===== src/rtl/instruction_sequencer.sv =====
// Multi-cycle control FSM: fetch/decode/execute/memory/writeback sequencing,
// next-PC selection, interrupt/trap arbitration, retire counting and memory timeout.
package instruction_sequencer_pkg;
   typedef struct packed {
      logic is_load;
      logic is_store;
      logic is_jump;
      logic is_branch;
      logic is_trap;
      logic is_mret;
      logic has_rd;
   } instruction_t;
endpackage

module instruction_sequencer
   import instruction_sequencer_pkg::*;
#(
   parameter int MEM_TIMEOUT   = 0,
   parameter int INSTRET_WIDTH = 32
) (
   input  logic                     clk,
   input  logic                     reset_n,
   instruction_sequencer_if.master  bus,
   input  instruction_t             instr,
   input  logic                     branch_taken,
   input  logic                     irq,
   input  logic                     irq_enable,
   output logic [2:0]               state,
   output logic                     fetch_en,
   output logic                     decode_en,
   output logic                     execute_en,
   output logic                     load_en,
   output logic                     writeback_en,
   output logic                     pc_en,
   output logic [1:0]               pc_sel,
   output logic                     trap_save,
   output logic                     irq_taken,
   output logic                     bus_error,
   output logic                     retired,
   output logic [INSTRET_WIDTH-1:0] instret
);

   // FAULT is the writeback slot of a timed-out access; externally it reads as WRITEBACK.
   typedef enum logic [2:0] {
      FETCH     = 3'd0,
      DECODE    = 3'd1,
      EXECUTE   = 3'd2,
      LOAD      = 3'd3,
      STORE     = 3'd4,
      WRITEBACK = 3'd5,
      FAULT     = 3'd6
   } state_t;

   localparam int CW = (MEM_TIMEOUT > 0) ? $clog2(MEM_TIMEOUT + 1) : 1;
   localparam logic [CW-1:0] LIMIT = CW'(MEM_TIMEOUT);

   state_t        cur;
   logic [CW-1:0] wait_count;
   logic          in_mem;
   logic          timed_out;

   assign in_mem    = (cur == FETCH) || (cur == LOAD) || (cur == STORE);
   assign timed_out = (MEM_TIMEOUT > 0) && in_mem && !bus.mem_ready && (wait_count == LIMIT);

   always_ff @(posedge clk or negedge reset_n) begin
      if (!reset_n) begin
         cur        <= FETCH;
         wait_count <= '0;
         instret    <= '0;
      end else begin
         if (retired)
            instret <= instret + 1'b1;

         // Leaving a memory state always clears the counter, so every entry starts at zero.
         if ((MEM_TIMEOUT > 0) && in_mem && !bus.mem_ready && !timed_out)
            wait_count <= wait_count + 1'b1;
         else
            wait_count <= '0;

         case (cur)
            FETCH: begin
               if (timed_out)          cur <= FAULT;
               else if (bus.mem_ready) cur <= DECODE;
            end
            DECODE:  cur <= EXECUTE;
            EXECUTE: begin
               if (instr.is_load)       cur <= LOAD;
               else if (instr.is_store) cur <= STORE;
               else                     cur <= WRITEBACK;
            end
            LOAD, STORE: begin
               if (timed_out)          cur <= FAULT;
               else if (bus.mem_ready) cur <= WRITEBACK;
            end
            WRITEBACK, FAULT: cur <= FETCH;
            default:          cur <= FETCH;
         endcase
      end
   end

   always_comb begin
      state         = 3'd0;
      bus.mem_valid = 1'b0;
      bus.mem_fetch = 1'b0;
      bus.mem_write = 1'b0;
      fetch_en      = 1'b0;
      decode_en     = 1'b0;
      execute_en    = 1'b0;
      load_en       = 1'b0;
      writeback_en  = 1'b0;
      pc_en         = 1'b0;
      pc_sel        = 2'd0;
      trap_save     = 1'b0;
      irq_taken     = 1'b0;
      bus_error     = 1'b0;
      retired       = 1'b0;
      if (reset_n) begin
         state     = (cur == FAULT) ? 3'(WRITEBACK) : 3'(cur);
         bus_error = timed_out;
         case (cur)
            FETCH: begin
               bus.mem_valid = 1'b1;
               bus.mem_fetch = 1'b1;
               fetch_en      = bus.mem_ready;
            end
            DECODE:  decode_en  = 1'b1;
            EXECUTE: execute_en = 1'b1;
            LOAD: begin
               bus.mem_valid = 1'b1;
               load_en       = bus.mem_ready;
            end
            STORE: begin
               bus.mem_valid = 1'b1;
               bus.mem_write = 1'b1;
            end
            WRITEBACK: begin
               pc_en        = 1'b1;
               retired      = 1'b1;
               writeback_en = instr.has_rd;
               if (irq && irq_enable) begin
                  pc_sel    = 2'd2;
                  irq_taken = 1'b1;
                  trap_save = 1'b1;
               end else if (instr.is_trap) begin
                  pc_sel    = 2'd2;
                  trap_save = 1'b1;
               end else if (instr.is_mret) begin
                  pc_sel = 2'd3;
               end else if (instr.is_jump || (instr.is_branch && branch_taken)) begin
                  pc_sel = 2'd1;
               end
            end
            FAULT: begin
               pc_en     = 1'b1;
               pc_sel    = 2'd2;
               trap_save = 1'b1;
            end
            default: ;
         endcase
      end
   end

endmodule


===== src/rtl/instruction_sequencer_if.sv =====
// Shared memory-bus handshake between the instruction sequencer (master)
// and the memory system (slave).
interface instruction_sequencer_if;
   logic mem_valid;
   logic mem_fetch;
   logic mem_write;
   logic mem_ready;

   modport master (
      output mem_valid,
      output mem_fetch,
      output mem_write,
      input  mem_ready
   );

   modport slave (
      input  mem_valid,
      input  mem_fetch,
      input  mem_write,
      output mem_ready
   );
endinterface


===== src/flat_wrapper.sv =====
// flat-port wrapper written by rule: the top's interface ports become plain ports
module instruction_sequencer_flat import instruction_sequencer_pkg::*;
#(
   parameter int MEM_TIMEOUT   = 0,
   parameter int INSTRET_WIDTH = 32
)
  (clk, reset_n, instr, branch_taken, irq, irq_enable, state, fetch_en, decode_en, execute_en, load_en, writeback_en, pc_en, pc_sel, trap_save, irq_taken, bus_error, retired, instret, bus_mem_valid, bus_mem_fetch, bus_mem_write, bus_mem_ready);
  instruction_sequencer_if bus_i ();
  input  logic clk;
  input  logic reset_n;
  input  instruction_t instr;
  input  logic branch_taken;
  input  logic irq;
  input  logic irq_enable;
  output logic [2:0] state;
  output logic fetch_en;
  output logic decode_en;
  output logic execute_en;
  output logic load_en;
  output logic writeback_en;
  output logic pc_en;
  output logic [1:0] pc_sel;
  output logic trap_save;
  output logic irq_taken;
  output logic bus_error;
  output logic retired;
  output logic [INSTRET_WIDTH-1:0] instret;
  output wire logic [$bits(bus_i.mem_valid)-1:0] bus_mem_valid;
  output wire logic [$bits(bus_i.mem_fetch)-1:0] bus_mem_fetch;
  output wire logic [$bits(bus_i.mem_write)-1:0] bus_mem_write;
  input wire logic [$bits(bus_i.mem_ready)-1:0] bus_mem_ready;
  assign bus_mem_valid = bus_i.mem_valid;
  assign bus_mem_fetch = bus_i.mem_fetch;
  assign bus_mem_write = bus_i.mem_write;
  assign bus_i.mem_ready = bus_mem_ready;
  instruction_sequencer #(.MEM_TIMEOUT(MEM_TIMEOUT), .INSTRET_WIDTH(INSTRET_WIDTH)) u_core (.clk(clk), .reset_n(reset_n), .bus(bus_i), .instr(instr), .branch_taken(branch_taken), .irq(irq), .irq_enable(irq_enable), .state(state), .fetch_en(fetch_en), .decode_en(decode_en), .execute_en(execute_en), .load_en(load_en), .writeback_en(writeback_en), .pc_en(pc_en), .pc_sel(pc_sel), .trap_save(trap_save), .irq_taken(irq_taken), .bus_error(bus_error), .retired(retired), .instret(instret));
endmodule

===== config.mk =====
export PLATFORM = sky130hd
export DESIGN_NAME = instruction_sequencer_flat
export DESIGN_NICKNAME = d
export VERILOG_FILES = /design/src/rtl/instruction_sequencer.sv /design/src/rtl/instruction_sequencer_if.sv /design/src/flat_wrapper.sv
export SDC_FILE = /design/constraint.sdc
export NUM_CORES = 1
export LEC_CHECK = 0
export CORE_MARGIN = 2
export CORE_UTILIZATION = 48
export CTS_CLUSTER_DIAMETER = 100
export DETAILED_ROUTE_END_ITERATION = 8
export MAX_ROUTING_LAYER = met4
export PLACE_DENSITY = 0.9
export SYNTH_ARGS = -nofsm -noshare
export SYNTH_HDL_FRONTEND = slang
export SYNTH_SLANG_ARGS = --single-unit

===== constraint.sdc =====
create_clock -name clk -period 4.6 [get_ports clk]
set_input_delay 0.69 -clock clk [delete_from_list [all_inputs] [get_ports clk]]
set_output_delay 0.69 -clock clk [all_outputs]
set_load 0.01 [all_outputs]

### Word-level counts from Yosys, hierarchy flattened

Index checks and enable logic that the tools add are counted.

* bits of input ports: 13
* bits in registers: 35
* output and inout bits: 50
* logic and storage cells: 59

* reduce and logical (&&, ||, !) cells: 8
* $add $sub $neg: 1
* muxes and demuxes: 40
* equal/unequal tests: 8

Operator list (number)
* $add A32 B1 Y32 const B: 1
* $mux W1: 28
* $mux W3: 5
* $pmux W3 S4: 1
* $eq A3 B3 Y1 const B: 3
* $mux W2: 4
* $eq A3 B2 Y1 const B: 2
* $ne A2 B2 Y1 const B: 2
* $pmux W2 S2: 1
* $reduce_or A2 Y1: 2
* $eq A3 B1 Y1 const B: 1
* $logic_not A3 Y1: 1
* $reduce_or A3 Y1: 1
* $logic_and A1 B1 Y1: 2
* $pmux W1 S2: 1
* $reduce_and A2 Y1: 1
* $logic_or A1 B1 Y1: 1

### Depth between registers and ports, before layout

* depth after elaboration: 8
* gate-level depth with buffers: 6
* depth with buffers taken out: 5

### Least setup slack after synthesis

Ideal clock, no wire load.

* path kind: input-to-output
* start: in reset_n
* end: out irq_taken
* data arrival time: 1.365 ns
* cell stages on the path: 4
* buffers on the path: 1
* path slack: 2.545 ns
* required time: 3.910 ns
* path through: nand4b_2 -> buf_6 -> inv_1 -> and3_1

* cells in the longest elaborated chain, start to end: 1

RTL lines
* start, declared: RTL line flat_wrapper.sv:10 `input logic reset_n;`
* $mux W1: RTL line instruction_sequencer.sv:117 `if (reset_n) begin`
* end, declared: RTL line flat_wrapper.sv:24 `output logic irq_taken;`

Every way passes these cells.

### Final worst setup path

* start: in reset_n
* end: out fetch_en

* cells in the longest elaborated chain, start to end: 1

RTL lines
* $mux W1: RTL line instruction_sequencer.sv:117
* end, declared: RTL line flat_wrapper.sv:16 `output logic fetch_en;`

Every way passes these cells.

==> qor.txt <==
via count - 1528
yosys warns - 0
standard-cell rows - 22
root buffer cell - clkbuf_8
pins over their slew limit - 0
Synth Net Count - 190
crit-path max FO - 22
DRC - 0
cell count after placement - 280
initial antenna violation count - 0
Tot Pwr - 0.000887 W
CP top delay family - buffers and inverters
Post-CTS Setup Bufs - 0
Req. time, crit path - 3.91 ns
power per cell area - 352 nW/um^2
clk buf depth - 2
Worst path depth - 6
critical path buffer and inverter count - 3
die width - 64.8 um
Final Setup Violations - 0
Post-Layout Cell Count - 288
first-pass GRT wire length - 6750 um
routed len/inst - 13.9 um
RSZ-0062 raised after global routing - no
Post-DP HPWL - 2820 um
Worst slew margin - 52.3%
MaxCap Viol Count - 0
share of layout cells above drive strength 1 - 5.83%
Crit path largest cell delay - 0.53 ns
Worst Setup Path Type - input pin to primary output
routed wire length - 4000 um
DP Area - 2400 um^2
number of synthesized flops with an enable pin - 0
worst r2r path cells - 4
slowest stage cell, crit path - clkdlybuf4s50_1
clk_skew - 0.00446 ns
# H-tree levels - 2
Post-synth top flop - dfrtp_1
Async SR Flop Fraction - 100%
post-route cell area - 2520 um^2
clk sinks - 35
Peak VDD IR - 0.225 mV
Cell Area, Synth - 1780 um^2
die height - 64.8 um
Setup crit start kind - input pin
1st-pass router iterations - 4
Antenna diodes - 0
dominant cells by area after synthesis - dfrtp_1 49%, xnor2_1 13%, nand4_1 4.6%, nand3_1 4.5%, nand2_1 3.8%
post-synth top area cell - dfrtp_1
Yosys cell types - 33
Synth top area share - 49.3%
Hold Path Class - input pin to asynchronous set/reset pin
Initial DRC Count - 83
initial core utilization - 49.2%
fmax - 315 MHz
ratio of final minimum period to clock period - 69.0%
gr ovfl total - 0
CORE AREA - 3610 um^2
Nets - 253
Fin. Hold Viols - 0
Die Area - 4200 um^2
status - finished clean
Syn Inst Count - 176
Syn Area/Cell - 10.1 um^2
CTS tree - yes
final core occ - 69.9%
# resized after CTS - 0
Total GRT Usage - 21.9%
Final Critical Period - 3.17 ns
total CTS buffers - 5
TNS Setup - 0 ns
Pleak - 1.06 nW
PortBufs - 61
Cell Chain, Critical Path - buf_2 -> buf_4 -> nand2_1 -> nor3_1 -> and2_1 -> clkdlybuf4s50_1
CP endpoint kind - primary output
post-synthesis sequential area ratio - 49.3%
critical path arrival - 2.48 ns
RePlAce Congestion - 0.779
clock slew at reported path FFs - 0.07 ns
largest net degree at the start of global routing - 23
io pins - 63
worst skew pair latency - 0.29 ns
post-route ant nets - 0
area delta synth->final - 42.0%
vias in the first global route - 1431
worst slew pin tran - 0.713 ns
Hold-fix buffers, CTS - 0
Yosys reg bits - 35
via-per-instance ratio - 5.31
[kinds of logic (layout without fill, tap and decap cells)]
family                     Yosys count  in the layout  share of synthesized area, %
adders and majority gates            1              1                         0.705
other                                1              1                         0.211
xor gates and xnor gates            31             31                          15.3
muxes                                1              1                         0.564
DFF                                 35             35                          49.3
buffers and inverters               11             75                          3.59
and+or+nand+nor                     83             83                          25.7
AOI/OAI and AO/OA                   13             13                          4.65
[worst register-to-register path, cell delays in order, from the launching register on]
cell and delay, ns:
dfrtp_1 0.54, nand4b_2 0.50, nor4b_4 0.78, nand4_1 0.22, xnor2_1 0.19
[per-stage QoR]
stage / worst slack (ns) / hold slack (ns)
floorplan: 2.54 / 0.394
global placement: 1.43 / 0.468
detailed placement: 1.37 / 0.474
CTS: 1.37 / 0.363
global route: 1.18 / 0.383
finish: 1.43 / 0.352
[final cells by class]
| type | instances | area [um^2] |
|---|---|---|
| sequential | 35 | 876 |
| multi-input combinational | 130 | 836 |
| timing repair buffer | 62 | 613 |
| fill | 267 | 1080 |
| clock buffer | 6 | 82.6 |
| tap | 48 | 60.1 |
| inverter | 5 | 18.8 |
| clock inverter | 2 | 35.0 |
[synthesized netlist by cell type, types with 2 or more instances]
master and number:
dfrtp_1 35, xnor2_1 26, nand2_1 18, nand3_1 16
nand4_1 13, nor2_1 11, a21oi_1 6, nor3_1 6
and3_1 5, inv_1 5, xor2_1 5, and2_1 4
nor4_1 3, buf_4 2, buf_6 2, nor3_2 2
[power by group]
group	total, W	leakage [nW]	internal, W	switching [W]
registers	0.000387	0.482	0.000331	0.0000569
logic	0.000215	0.517	0.000119	0.0000956
clock network	0.000284	0.0612	0.000175	0.000109
total	0.000887	1.06	0.000625	0.000262
[path summary, 6_finish.rpt]
path                                    startpoint            endpoint  slack [ns]
worst min-delay path                       reset_n  u_core.instret[15]        0.35
min in group clk                u_core.instret[31]  u_core.instret[31]        0.48
worst min register to register  u_core.instret[31]  u_core.instret[31]        0.48
worst max register to register       u_core.cur[1]  u_core.instret[29]        2.26
max in group asynchronous                  reset_n       u_core.cur[0]        3.63
worst max-delay path                       reset_n            fetch_en        1.43
[per-layer routing]
metal  global-route usage (%)  up-vias  routed length, um
met2                     33.4       59               1940
met3                     6.42        5                277
met1                     27.1      725               1710
met5                        -        -                  0
li1                         -      739                  -
met4                     9.57        0                 80
[registers in the layout, indices dropped and copies added (netlist names)]
signal,flops
u_core.instret,32
u_core.cur,3
[layout by cell type, fill, tap and decap left out, drive strengths merged, types with 2 or more instances in the layout]
cell type,count
and3,5
nand2,18
dfrtp,35
nand4,13
xor2,5
nand3,16
clkdlybuf4s50,60
buf,2
inv,5
nor2,11
a21oi,6
nor4,3
nor3,8
and2,4
clkbuf,6
xnor2,26
Power figures use the tool's default switching activity.
